### config.mk
export PLATFORM = sky130hd
export DESIGN_NAME = mtx_result_serializer
export DESIGN_NICKNAME = d
export VERILOG_FILES = /design/src/rtl/mtx_pkg.sv /design/src/rtl/mtx_slot_buf.sv /design/src/rtl/mtx_result_serializer.sv
export SDC_FILE = /design/constraint.sdc
export NUM_CORES = 1
export LEC_CHECK = 0
export CELL_PAD_IN_SITES_DETAIL_PLACEMENT = 1
export CELL_PAD_IN_SITES_GLOBAL_PLACEMENT = 2
export CORE_MARGIN = 2
export CORE_UTILIZATION = 38
export CTS_CLUSTER_DIAMETER = 80
export CTS_CLUSTER_SIZE = 16
export DETAILED_ROUTE_END_ITERATION = 12
export GPL_ROUTABILITY_DRIVEN = 0
export HOLD_SLACK_MARGIN = 0.1
export MAX_ROUTING_LAYER = met4
export PLACE_DENSITY_LB_ADDON = 0.1
export SETUP_SLACK_MARGIN = 0.3
export SKIP_CTS_REPAIR_TIMING = 1
export SYNTH_ARGS = -nofsm -noshare
export SYNTH_HDL_FRONTEND = slang
export SYNTH_SLANG_ARGS = --single-unit
### constraint.sdc
create_clock -name clk -period 26.6 [get_ports clk]
set_clock_uncertainty 0.05 [all_clocks]
set_input_delay 6.65 -clock clk [delete_from_list [all_inputs] [get_ports clk]]
set_output_delay 6.65 -clock clk [all_outputs]
set_load 0.005 [all_outputs]
### src/rtl/mtx_pkg.sv
// Shared constants for the elementwise multiplier, its loader and the result serializer.
// Matrices travel as flat vectors with element k at bits [k*OW +: OW].
package mtx_pkg;

    localparam int MTX_W   = 8;
    localparam int MTX_N   = 16;
    localparam int MTX_OW  = 2 * MTX_W;
    localparam int MTX_IW  = $clog2(MTX_N);
    localparam int MTX_DIM = 4;

    typedef logic [MTX_OW-1:0]        mtx_elem_t;
    typedef logic [MTX_N*MTX_OW-1:0]  mtx_flat_t;

    function automatic int elem_lsb(input int k, input int ow);
        return k * ow;
    endfunction

    function automatic mtx_elem_t mtx_elem(input mtx_flat_t m, input int k);
        return m[elem_lsb(k, MTX_OW) +: MTX_OW];
    endfunction

endpackage

### src/rtl/mtx_slot_buf.sv
// Two-slot matrix store: one slot can fill while the other drains.
// A write into a full buffer is ignored; the writer must hold its data.
module mtx_slot_buf
    import mtx_pkg::*;
#(
    parameter int DW = MTX_N * MTX_OW
) (
    input  logic          clk,
    input  logic          rst,
    input  logic          wr_en,
    input  logic [DW-1:0] wr_data,
    input  logic          rd_pop,
    output logic          full,
    output logic          empty,
    output logic [DW-1:0] rd_data
);

    logic [DW-1:0] slot [2];
    logic          wr_ptr;
    logic          rd_ptr;
    logic [1:0]    count;
    logic          wr_fire;
    logic          pop_fire;

    assign full     = (count == 2'd2);
    assign empty    = (count == 2'd0);
    assign wr_fire  = wr_en && !full;
    assign pop_fire = rd_pop && !empty;
    assign rd_data  = slot[rd_ptr];

    always_ff @(posedge clk) begin
        if (rst) begin
            wr_ptr <= 1'b0;
            rd_ptr <= 1'b0;
            count  <= 2'd0;
        end else begin
            if (wr_fire) begin
                wr_ptr <= ~wr_ptr;
            end
            if (pop_fire) begin
                rd_ptr <= ~rd_ptr;
            end
            case ({wr_fire, pop_fire})
                2'b10:   count <= count + 2'd1;
                2'b01:   count <= count - 2'd1;
                default: count <= count;
            endcase
        end
    end

    // Slot contents need no reset: they are only observed while count marks them valid.
    always_ff @(posedge clk) begin
        if (!rst && wr_fire) begin
            slot[wr_ptr] <= wr_data;
        end
    end

endmodule

### src/rtl/mtx_result_serializer.sv
// Streams captured 4x4 product matrices out one element per beat, row-major.
// The slot buffer holds up to two matrices so capture and drain overlap without bubbles.
module mtx_result_serializer
    import mtx_pkg::*;
#(
    parameter int W = MTX_W,
    parameter int N = MTX_N
) (
    input  logic                  clk,
    input  logic                  rst,
    input  logic [N*2*W-1:0]      i_mtx_m,
    input  logic                  i_valid,
    output logic                  o_in_ready,
    output logic                  o_valid,
    input  logic                  i_ready,
    output logic [2*W-1:0]        o_data,
    output logic [$clog2(N)-1:0]  o_idx,
    output logic                  o_last,
    output logic                  o_done
);

    localparam int             OW       = 2 * W;
    localparam int             IW       = $clog2(N);
    localparam logic [IW-1:0]  IDX_LAST = IW'(N - 1);

    logic [IW-1:0]   idx;
    logic            done_q;
    logic            full;
    logic            empty;
    logic [N*OW-1:0] rd_mtx;
    logic            beat;
    logic            last_beat;

    mtx_slot_buf #(
        .DW (N * OW)
    ) u_slot_buf (
        .clk     (clk),
        .rst     (rst),
        .wr_en   (i_valid),
        .wr_data (i_mtx_m),
        .rd_pop  (last_beat),
        .full    (full),
        .empty   (empty),
        .rd_data (rd_mtx)
    );

    assign o_in_ready = !full;
    assign o_valid    = !empty;
    assign beat       = o_valid && i_ready;
    assign last_beat  = beat && (idx == IDX_LAST);

    // idx wraps at N-1 explicitly so non-power-of-two N still works.
    always_ff @(posedge clk) begin
        if (rst) begin
            idx    <= '0;
            done_q <= 1'b0;
        end else begin
            done_q <= last_beat;
            if (beat) begin
                idx <= (idx == IDX_LAST) ? '0 : idx + IW'(1);
            end
        end
    end

    // Read slot only changes on the last beat, so a capture into the other slot cannot disturb o_data.
    assign o_data = o_valid ? rd_mtx[elem_lsb(int'(idx), OW) +: OW] : '0;
    assign o_idx  = idx;
    assign o_last = o_valid && (idx == IDX_LAST);
    assign o_done = done_q;

endmodule

==> qor.csv, run 1 <==
stage;metric;value;unit
outcome;status;finished clean;
clocking;root buf cell;clkbuf_16;
placement;HPWL after detailed placement;32.88;mm
logic_synthesis;yosys warns;0;
grt;vias in the first global route;10800;
power_and_ir_drop;Comb power frac;8.8;%
timing;final cycle utilization of the critical path;42.26;%
logic_synthesis;sequential-to-total area share from yosys stat;77.56;%
worst_setup_path;CP cell instances;buf_4, buf_4, mux4_2, a22oi_1, a31oi_1, clkdlybuf4s50_1;
logic_synthesis;Yosys reg bits;522;
route;Routed Antenna Nets;0;
floorplanning;DIE HEIGHT;233.9;µm
timing;Fin Hold WS;469.6;ps
route;drt pass-1 iters;5;
worst_setup_path;Startpoint Class;register;
worst_setup_path;FF-to-FF Start;u_slot_buf.count[0]$_SDFFE_PP0P_;
clocking;CTS tree;done;
power_and_ir_drop;Net Sw Power;0.0003608;W
route;final WL;49.80;mm
clocking;clk sinks;522;
grt;largest net degree at the start of global routing;159;
worst_setup_path;slowest stage cell, crit path;buf_4;
timing;Max Slew Vio Count;0;
floorplanning;Cell Rows;84;
grt;global route overflow;0;
floorplanning;Core Box Area;0.05245;mm²
layout;FF+latch area;0.01558;mm²
worst_setup_path;Worst Path Arrival;4540;ps
grt;first-pass GRT wire length;71.59;mm
floorplanning;I/O pin cnt;284;
worst_hold_path;Worst Min Path Start;u_slot_buf.rd_ptr$_SDFFE_PP0P_;
timing;slew margin rel.;7.823;%
clocking;H-Tree Depth;2;
logic_synthesis;Yosys cell types;39;
worst_setup_path;R2R depth;5;
layout;FILL cells;4783;
route;vias;9769;
worst_setup_path;R2R Path End;u_slot_buf.slot[1][152]$_DFFE_PP_;
timing;Final Critical Period;11240;ps
power_and_ir_drop;Worst IR Drop VDD;0.04212;mV
timing;fmax;88.97;MHz
route;routed len/inst;26.31;µm
floorplanning;die footprint;0.05470;mm²
worst_hold_path;Hold Path Sink;u_slot_buf.rd_ptr$_SDFFE_PP0P_;
logic_synthesis;Synth Instances;875;
timing;final hold vios;0;
power_and_ir_drop;pwr/cell area;67.19;mW/mm²
worst_setup_path;CP peak stage delay;790;ps
logic_synthesis;number of synthesized flops with an enable pin;512;
logic_synthesis;Net Count, Synth;1137;
grt;Total GRT Usage;18.81;%
clocking;Worst-Skew Late Latency;560;ps
timing;worst slew pin tran;1380;ps
worst_setup_path;Reg2Reg Setup Slack;23120;ps
layout;NumNets Final;1431;
timing;final number of setup-violating endpoints;0;
worst_hold_path;type of the most critical hold path;reg -> reg;
route;DRT iter0 DRCs;583;
logic_synthesis;Post-synth top flop;edfxtp_1;
floorplanning;Die Wd;233.9;µm
power_and_ir_drop;Sw Ratio;21.79;%
job;Maximum Capacitance Violations;0;
placement;IO Port Bufs;283;
route;Vias per Instance;5.161;
timing;setup TNS;0;ps
worst_setup_path;Crit path top cell by count;buf_4;
worst_hold_path;WHS Path Cells;2;
power_and_ir_drop;clock power share;33.6;%
worst_setup_path;Required @ worst endpoint;19900;ps
clocking;clk buf depth;3;
clocking;TritonCTS Buffers;39;
logic_synthesis;synthesized area per cell;22.95;µm²
power_and_ir_drop;total power;0.001656;W
power_and_ir_drop;Int Pwr;0.001295;W
layout;multi-input combinational cell area;0.004070;mm²
power_and_ir_drop;Lkg Pwr;7.563;nW
layout;utilization after layout;46.99;%
floorplanning;initial core utilization;38.29;%
clocking;Worst-path clk slew;70;ps
worst_setup_path;CP Capture Type;output port;
route;DRC viols;0;
timing;RSZ-0062 raised after global routing;no;
layout;share of cells above drive strength 1;14.79;%
worst_setup_path;crit path kind;reg -> out;
grt;antenna violations before repair;12;
logic_synthesis;Async S/R FF share, synth;0;%
worst_setup_path;CP max FO;45;
logic_synthesis;Netlist Area Pre-Place;0.02008;mm²
layout;area delta synth->final;22.73;%
power_and_ir_drop;share of power burned in registers;57.7;%
==> layer usage <==
metal  global-route usage, %  routed length, µm
met1                   23.59              20460
met2                   30.82              25060
met3                   4.475               3344
met4                   4.945                937
met5                       -                  0
==> worst max-delay path: cells and delay by family (launching register included) <==
| family | cells | cell delay (ps) |
|---|---|---|
| AOI/OAI and AO/OA | 2 | 500 |
| muxes | 1 | 590 |
| DFF | 1 | 730 |
| buffers and inverters | 3 | 2000 |
==> layout make-up <==
type	instances	share of cell area, %
Inverter	2	0.03046
Clock buffer	56	4.300
Sequential cell	522	63.23
Tap cell	688	3.493
Timing Repair Buffer	301	12.09
Antenna cell	15	0.1523
Clock inverter	6	0.1878
Multi-Input combinational cell	303	16.51
==> power by group through the flow <==
stage | Clock [W] | Sequential, W | Combinational [W]
after floorplan | 0 | 0.000990 | 0.0000612
after global placement | 0 | 0.000972 | 0.000147
after detailed placement | 0 | 0.000974 | 0.000149
after CTS | 0.000577 | 0.000955 | 0.000149
after global routing | 0.000604 | 0.000958 | 0.000156
final | 0.000556 | 0.000955 | 0.000145
==> cells by family after synthesis <==
kind of cell               Yosys count  synth area share (%)
buffers and inverters               50                 2.255
muxes                              176                 15.86
xor gates and xnor gates             6                0.2617
AOI/OAI and AO/OA                   84                 3.122
DFF                                522                 77.56
adders and majority gates            2                0.1246
and+or+nand+nor                     35                0.8163
==> worst max-delay path by stage <==
stage | start | endpoint | slack [ps] | cells after the start
after floorplan | rst | u_slot_buf.slot[0][0]$_DFFE_PP_ | 1120 | 2
after global placement | register | o_data[5] | 15810 | 6
after detailed placement | register | o_data[5] | 15800 | 6
after CTS | register | o_data[5] | 15170 | 6
after global routing | register | o_data[6] | 15000 | 6
final | register | o_data[5] | 15360 | 6
==> per-stage QoR <==
stage / std cells / instance area, µm² / setup slack [ps]
detailed placement: 1816 / 23500 / 15800
global placement: 1816 / 23500 / 15810
CTS: 1878 / 24610 / 15170
floorplan: 875 / 20090 / 1115
finish: 1893 / 24650 / 15360
global route: 1890 / 24640 / 15000
==> state kept, by name, summed over array words and instances (netlist names), named ones only <==
signal and cells:
u_slot_buf.count 2, o_done 1, o_idx 4, u_slot_buf.slot 512, u_slot_buf.wr_ptr 1, u_slot_buf.rd_ptr 1
==> placed cells by master (no fill, tap or decap), drive strengths merged <==
| cell type | instances |
|---|---|
| a221o | 16 |
| nand2b | 1 |
| nor2b | 4 |
| nor3 | 2 |
| a22oi | 16 |
| nand3 | 3 |
| xnor2 | 3 |
| nand2 | 10 |
| clkinv | 1 |
| mux4 | 112 |
| nor2 | 10 |
| ha | 2 |
| nor3b | 1 |
| o2111ai | 3 |
| a221oi | 13 |
| diode | 15 |
| a31oi | 16 |
| xor2 | 3 |
| and2 | 2 |
| inv | 6 |
| o21ai | 15 |
| edfxtp | 512 |
| or3 | 2 |
| o2111a | 1 |
| clkdlybuf4s50 | 283 |
| dfxtp | 10 |
| mux2i | 64 |
| clkbuf | 56 |
| clkinvlp | 1 |
| buf | 18 |
| a21oi | 4 |
==> Yosys cell counts (3+ instances only) <==
| master | n | area share [%] |
|---|---|---|
| a21oi_1 | 4 | 0.10 |
| a221o_1 | 16 | 0.80 |
| a221oi_1 | 13 | 0.57 |
| a22oi_1 | 16 | 0.60 |
| a31oi_1 | 16 | 0.50 |
| buf_12 | 4 | 0.40 |
| buf_2 | 13 | 0.32 |
| buf_4 | 6 | 0.22 |
| buf_6 | 12 | 0.67 |
| dfxtp_1 | 10 | 1.0 |
| dlygate4sd1_1 | 5 | 0.22 |
| edfxtp_1 | 512 | 77 |
| mux2i_1 | 64 | 3.2 |
| mux4_1 | 6 | 0.79 |
| mux4_2 | 106 | 12 |
| nand2_1 | 10 | 0.19 |
| nand3_1 | 3 | 0.075 |
| nor2_1 | 10 | 0.19 |
| nor2b_1 | 4 | 0.12 |
| o2111ai_1 | 3 | 0.13 |
| o21ai_0 | 4 | 0.10 |
| o21ai_1 | 11 | 0.27 |
| xnor2_1 | 3 | 0.13 |
| xor2_1 | 3 | 0.13 |
Note: power is estimated with default switching activity, not from simulation.
==> inputs of run 2 (changes only) <==
--- a/config.mk
+++ b/config.mk
@@ -8,7 +8,7 @@
 export CELL_PAD_IN_SITES_DETAIL_PLACEMENT = 1
 export CELL_PAD_IN_SITES_GLOBAL_PLACEMENT = 2
 export CORE_MARGIN = 2
-export CORE_UTILIZATION = 38
+export CORE_UTILIZATION = 42
 export CTS_CLUSTER_DIAMETER = 80
 export CTS_CLUSTER_SIZE = 16
 export DETAILED_ROUTE_END_ITERATION = 12
==> constraint.sdc (replaced) <==
create_clock -name clk -period 11.3 [get_ports clk]
set_clock_uncertainty 0.05 [all_clocks]
set_input_delay 2.825 -clock clk [delete_from_list [all_inputs] [get_ports clk]]
set_output_delay 2.825 -clock clk [all_outputs]
set_load 0.005 [all_outputs]
==> run 2 against run 1 <==
- sequential share of layout area up 0.36 points
- combinational power increased by 140%
- worst hold slack better by 10 ps
- clock power grew 130%
- core utilization grew 4.7 points
- global-route usage is 1.6 points higher
- flip-flop and latch count stayed put
- die area down 9.4%
- non-clock buffer count shrank 1
- critical endpoint is now o_data[7]
- largest power group unchanged
- highest routed layer unchanged
==> qor.csv, run 2 (synthesis gave the netlist of run 1 again) <==
stage;metric;value;unit
worst_setup_path;Worst Path Arrival;4010;ps
worst_setup_path;FF-to-FF Start;u_slot_buf.count[0]$_SDFFE_PP0P_;
placement;Cell Count Post-Placement;1742;
power_and_ir_drop;Int Pwr;0.003056;W
route;Routed Antenna Nets;0;
worst_setup_path;CP max FO;112;
timing;slew margin rel.;19.73;%
clocking;Worst-Skew Late Latency;560;ps
power_and_ir_drop;Sw Ratio;21.31;%
floorplanning;initial core utilization;42.33;%
layout;Top reg by flops;u_slot_buf.slot;
timing;worst slew pin tran;1200;ps
job;Maximum Capacitance Violations;0;
clocking;CTS tree;done;
placement;HPWL after detailed placement;32.61;mm
layout;area delta synth->final;22.03;%
worst_hold_path;Worst Min Path Start;u_slot_buf.rd_ptr$_SDFFE_PP0P_;
power_and_ir_drop;share of power burned in registers;57.9;%
clocking;clk sinks;522;
worst_setup_path;Required @ worst endpoint;8430;ps
power_and_ir_drop;pwr/cell area;158.5;mW/mm²
clocking;Worst-path clk slew;70;ps
layout;Finished Layout Cells;1801;
power_and_ir_drop;Comb power frac;8.8;%
timing;fmax;145.3;MHz
layout;multi-input combinational cell area;0.004076;mm²
timing;final cycle utilization of the critical path;60.89;%
power_and_ir_drop;Lkg Pwr;7.553;nW
layout;most common cell after layout, fill and taps aside;edfxtp_1;
floorplanning;Core Box Area;0.04745;mm²
power_and_ir_drop;total power;0.003883;W
timing;setup TNS;0;ps
floorplanning;Cell Rows;80;
layout;most frequent cells in the layout;edfxtp_1, clkdlybuf4s50_1, mux4_2;
route;Vias per Instance;5.483;
layout;share of cells above drive strength 1;14.44;%
worst_hold_path;type of the most critical hold path;reg -> reg;
floorplanning;I/O pin cnt;284;
outcome;status;finished clean;
placement;IO Port Bufs;283;
route;DRC viols;0;
clocking;TritonCTS Buffers;38;
route;routed len/inst;26.91;µm
route;DRT iter0 DRCs;704;
power_and_ir_drop;Net Sw Power;0.0008277;W
timing;Final Critical Period;6881;ps
timing;RSZ-0062 raised after global routing;no;
floorplanning;die footprint;0.04958;mm²
route;vias;9875;
grt;largest net degree at the start of global routing;113;
grt;antenna violations before repair;2;
floorplanning;Die Wd;222.7;µm
worst_setup_path;Startpoint Class;register;
layout;FILL cells;4209;
timing;final number of setup-violating endpoints;0;
power_and_ir_drop;clock power share;33.2;%
grt;first-pass GRT wire length;70.77;mm
power_and_ir_drop;Worst IR Drop VDD;0.08793;mV
route;drt pass-1 iters;4;
grt;Total GRT Usage;20.39;%
clocking;H-Tree Depth;2;
layout;FF+latch area;0.01558;mm²
clocking;root buf cell;clkbuf_16;
clocking;clk buf depth;3;
grt;vias in the first global route;10710;
timing;final hold vios;0;
grt;global route overflow;0;
route;final WL;48.47;mm
layout;number of flip-flops in the largest register;512;
timing;Max Slew Vio Count;0;
layout;NumNets Final;1429;
floorplanning;DIE HEIGHT;222.7;µm
worst_setup_path;crit path kind;reg -> out;
worst_setup_path;CP Capture Type;output port;
run 2: cell count changes in the layout (fill, tap and decap cells not counted):
| cell | change |
|---|---|
| clkbuf_16 | +2 |
| clkinvlp_4 | -1 |
| nor3_4 | +1 |
| inv_6 | -4 |
| buf_4 | -1 |
| nor3_2 | -1 |
| clkinv_1 | -1 |
| clkbuf_8 | -2 |
| diode_2 | -13 |
| clkinv_4 | +1 |
run 2: final timing paths:
| check | endpoint | slack (ps) | depth (start not counted) |
|---|---|---|---|
| worst max-delay path | o_data[7] | 4420 | 6 |
| worst min-delay path | u_slot_buf.rd_ptr$_SDFFE_PP0P_ | 480 | 2 |
| worst max register to register | u_slot_buf.slot[1][242]$_DFFE_PP_ | 8090 | 5 |
| worst min register to register | u_slot_buf.rd_ptr$_SDFFE_PP0P_ | 480 | 2 |
run 2: routing by layer:
metal | up-vias | global-route usage, % | share of wire [%]
met5 | - | - | 0
met4 | 0 | 5.174 | 1.7
met3 | 57 | 3.544 | 5.5
met2 | 298 | 33.36 | 51
met1 | 5212 | 26.70 | 42
li1 | 4308 | - | -
run 2: power by group through the flow:
| stage | Sequential [W] | Clock [W] | Combinational [W] |
|---|---|---|---|
| 5_1_grt | 0.00226 | 0.00139 | 0.000367 |
| 3_3_place_gp | 0.00229 | 0 | 0.000346 |
| 3_5_place_dp | 0.00229 | 0 | 0.000350 |
| 4_1_cts | 0.00225 | 0.00133 | 0.000351 |
| 6_report | 0.00225 | 0.00129 | 0.000343 |
| 2_1_floorplan | 0.00230 | 0 | 0.000145 |
run 2: worst max-delay path, cell delays in order (launching register included):
cell and delay (ps):
dfxtp_4 810, buf_12 690, mux4_2 600, mux2i_1 330, a221o_1 340, a31oi_1 70, clkdlybuf4s50_1 520
run 2: cell type report:
type	count	share of cell area, %
Sequential cell	522	63.59
Multi-Input combinational cell	303	16.63
Timing Repair Buffer	300	12.13
Clock buffer	56	4.416
Tap cell	615	3.140
Clock inverter	1	0.03574
Inverter	2	0.03063
Antenna cell	2	0.02042
run 2: through the flow:
step | utilization [%] | setup slack (ps) | hold slack [ps] | cell area [µm²]
after CTS | 51.64 | 4177 | 486.3 | 24500
after detailed placement | 49.34 | 4801 | 464.6 | 23410
after floorplan | - | 1356 | 431.3 | 20100
after global placement | 49.34 | 4780 | 446.6 | 23410
final | 51.65 | 4419 | 479.9 | 24510
after global routing | 51.65 | 4085 | 535.8 | 24510
==> inputs of run 3 (changes only) <==
--- a/config.mk
+++ b/config.mk
@@ -8,7 +8,7 @@
 export CELL_PAD_IN_SITES_DETAIL_PLACEMENT = 1
 export CELL_PAD_IN_SITES_GLOBAL_PLACEMENT = 2
 export CORE_MARGIN = 2
-export CORE_UTILIZATION = 42
+export CORE_UTILIZATION = 38
 export CTS_CLUSTER_DIAMETER = 80
 export CTS_CLUSTER_SIZE = 16
 export DETAILED_ROUTE_END_ITERATION = 12
==> constraint.sdc (replaced) <==
create_clock -name clk -period 5.9 [get_ports clk]
set_clock_uncertainty 0.05 [all_clocks]
set_input_delay 1.475 -clock clk [delete_from_list [all_inputs] [get_ports clk]]
set_output_delay 1.475 -clock clk [all_outputs]
set_load 0.005 [all_outputs]
==> run 3 against run 2 <==
- via count grew 0.52%
- sequential power grew 92%
- clock power grew 98%
- wire length grew 3.7%
- critical path depth shrank 1
- register-to-register slack lost 5200 ps
- cell area grew 1.2%
- final cell count grew 4.7%
- setup slack lost 3900 ps
- critical endpoint is now o_data[6]
- largest cell class unchanged
==> qor.csv, run 3 (synthesis gave the netlist of run 1 again) <==
stage;metric;value;unit
layout;area delta synth->final;23.48;%
clocking;root buf cell;clkbuf_16;
placement;Cell Count Post-Placement;1820;
timing;final number of setup-violating endpoints;0;
route;drt pass-1 iters;5;
grt;antenna violations before repair;4;
clocking;TritonCTS Buffers;39;
timing;Max Slew Vio Count;0;
power_and_ir_drop;Lkg Pwr;7.628;nW
worst_setup_path;slowest stage cell, crit path;dfxtp_2;
route;DRT iter0 DRCs;822;
layout;most common cell after layout, fill and taps aside;edfxtp_1;
layout;number of flip-flops in the largest register;512;
route;final WL;50.24;mm
worst_setup_path;CP cell instances;inv_2, mux2i_1, a221o_1, a31oi_1, clkdlybuf4s50_1;
floorplanning;DIE HEIGHT;233.9;µm
layout;NumNets Final;1435;
grt;met1 GRT Util;24.68;%
layout;FILL cells;4783;
placement;HPWL after detailed placement;33.97;mm
layout;share of cells above drive strength 1;15.10;%
floorplanning;Cell Rows;84;
timing;final cycle utilization of the critical path;91.09;%
worst_setup_path;Startpoint Class;register;
worst_setup_path;crit path buf inv count;2;
timing;fmax;186.1;MHz
clocking;H-Tree Depth;2;
worst_setup_path;CP max FO;34;
route;DRC viols;0;
floorplanning;initial core utilization;38.29;%
route;Vias per Instance;5.263;
outcome;status;finished clean;
timing;slew margin rel.;23.25;%
grt;GRT busiest layer;met2;
timing;Fin Hold WS;455.5;ps
grt;met3 GRT Util;4.475;%
power_and_ir_drop;Worst IR Drop VDD;0.1667;mV
route;vias;9926;
layout;most frequent cells in the layout;edfxtp_1, clkdlybuf4s50_1, mux4_2;
grt;Total GRT Usage;19.03;%
route;routed len/inst;26.64;µm
timing;RSZ-0062 raised after global routing;no;
clocking;clk sinks;522;
grt;routing usage on met2;30.69;%
worst_setup_path;CP peak stage delay;920;ps
worst_setup_path;Required @ worst endpoint;4380;ps
floorplanning;Core Box Area;0.05245;mm²
timing;setup TNS;0;ps
worst_hold_path;type of the most critical hold path;reg -> reg;
layout;Finished Layout Cells;1886;
worst_setup_path;CP Capture Type;output port;
power_and_ir_drop;total power;0.007526;W
timing;final hold vios;0;
timing;worst slew pin tran;1149;ps
worst_setup_path;Crit path max-delay family;buffers and inverters;
job;Maximum Capacitance Violations;0;
power_and_ir_drop;pwr/cell area;303.5;mW/mm²
grt;global route overflow;0;
floorplanning;die footprint;0.05470;mm²
grt;first-pass GRT wire length;71.66;mm
floorplanning;I/O pin cnt;284;
clocking;CTS tree;done;
worst_setup_path;Worst Path Arrival;3850;ps
floorplanning;Die Wd;233.9;µm
placement;IO Port Bufs;283;
grt;vias in the first global route;10660;
grt;largest net degree at the start of global routing;145;
worst_setup_path;crit path kind;reg -> out;
timing;Final Critical Period;5374;ps
layout;Top reg by flops;u_slot_buf.slot;
clocking;Worst-path clk slew;70;ps
clocking;Worst-Skew Late Latency;570;ps
clocking;clk buf depth;3;
route;Routed Antenna Nets;0;
[run 3: stage by stage]
step | util, % | cell area, µm² | setup WS (ps)
final | 47.28 | 24800 | 525.7
after global routing | 47.27 | 24790 | 354.5
after CTS | 47.25 | 24780 | 438.6
after detailed placement | 45.09 | 23650 | 1072
after global placement | 45.08 | 23640 | 1072
after floorplan | - | 20140 | -2592
[run 3: worst reg2reg max path, stage by stage, from the launching register on]
cell	delay (ps)
dfxtp_2	920
buf_4	390
ha_1	230
o2111a_1	230
and2_0	310
ha_1	320
or3_1	360
a21oi_1	140
[run 3: layer usage]
| metal | share of wire, % | up-vias |
|---|---|---|
| li1 | - | 4335 |
| met1 | 42 | 5251 |
| met2 | 50 | 292 |
| met3 | 6.2 | 48 |
| met4 | 1.7 | 0 |
| met5 | 0 | - |
[run 3: cell type report]
| type | instances | area [µm²] | share of cell area, % |
|---|---|---|---|
| Sequential cell | 522 | 15580 | 62.84 |
| Clock inverter | 3 | 51.30 | 0.2069 |
| Antenna cell | 6 | 15.01 | 0.06055 |
| Tap cell | 688 | 860.8 | 3.471 |
| Clock buffer | 57 | 1086 | 4.380 |
| Multi-Input combinational cell | 303 | 4095 | 16.51 |
| Inverter | 2 | 7.507 | 0.03027 |
| Timing Repair Buffer | 305 | 3098 | 12.49 |
[run 3: worst paths after layout]
path,cells after the start,to,from,slack [ps]
worst min register to register,2,register,u_slot_buf.rd_ptr$_SDFFE_PP0P_,460
worst max register to register,7,u_slot_buf.count[1]$_SDFFE_PP0P_,o_idx[0]$_SDFFE_PP0P_,2870
worst max-delay path,5,o_data[6],o_idx[0]$_SDFFE_PP0P_,530
worst min-delay path,2,register,u_slot_buf.rd_ptr$_SDFFE_PP0P_,460
[run 3: power by group]
part | switching, W | total (W) | leakage [nW] | internal (W)
clock network | 0.00123 | 0.00255 | 0.550 | 0.00132
registers | 0.0000567 | 0.00432 | 4.78 | 0.00426
logic | 0.000330 | 0.000656 | 2.30 | 0.000326
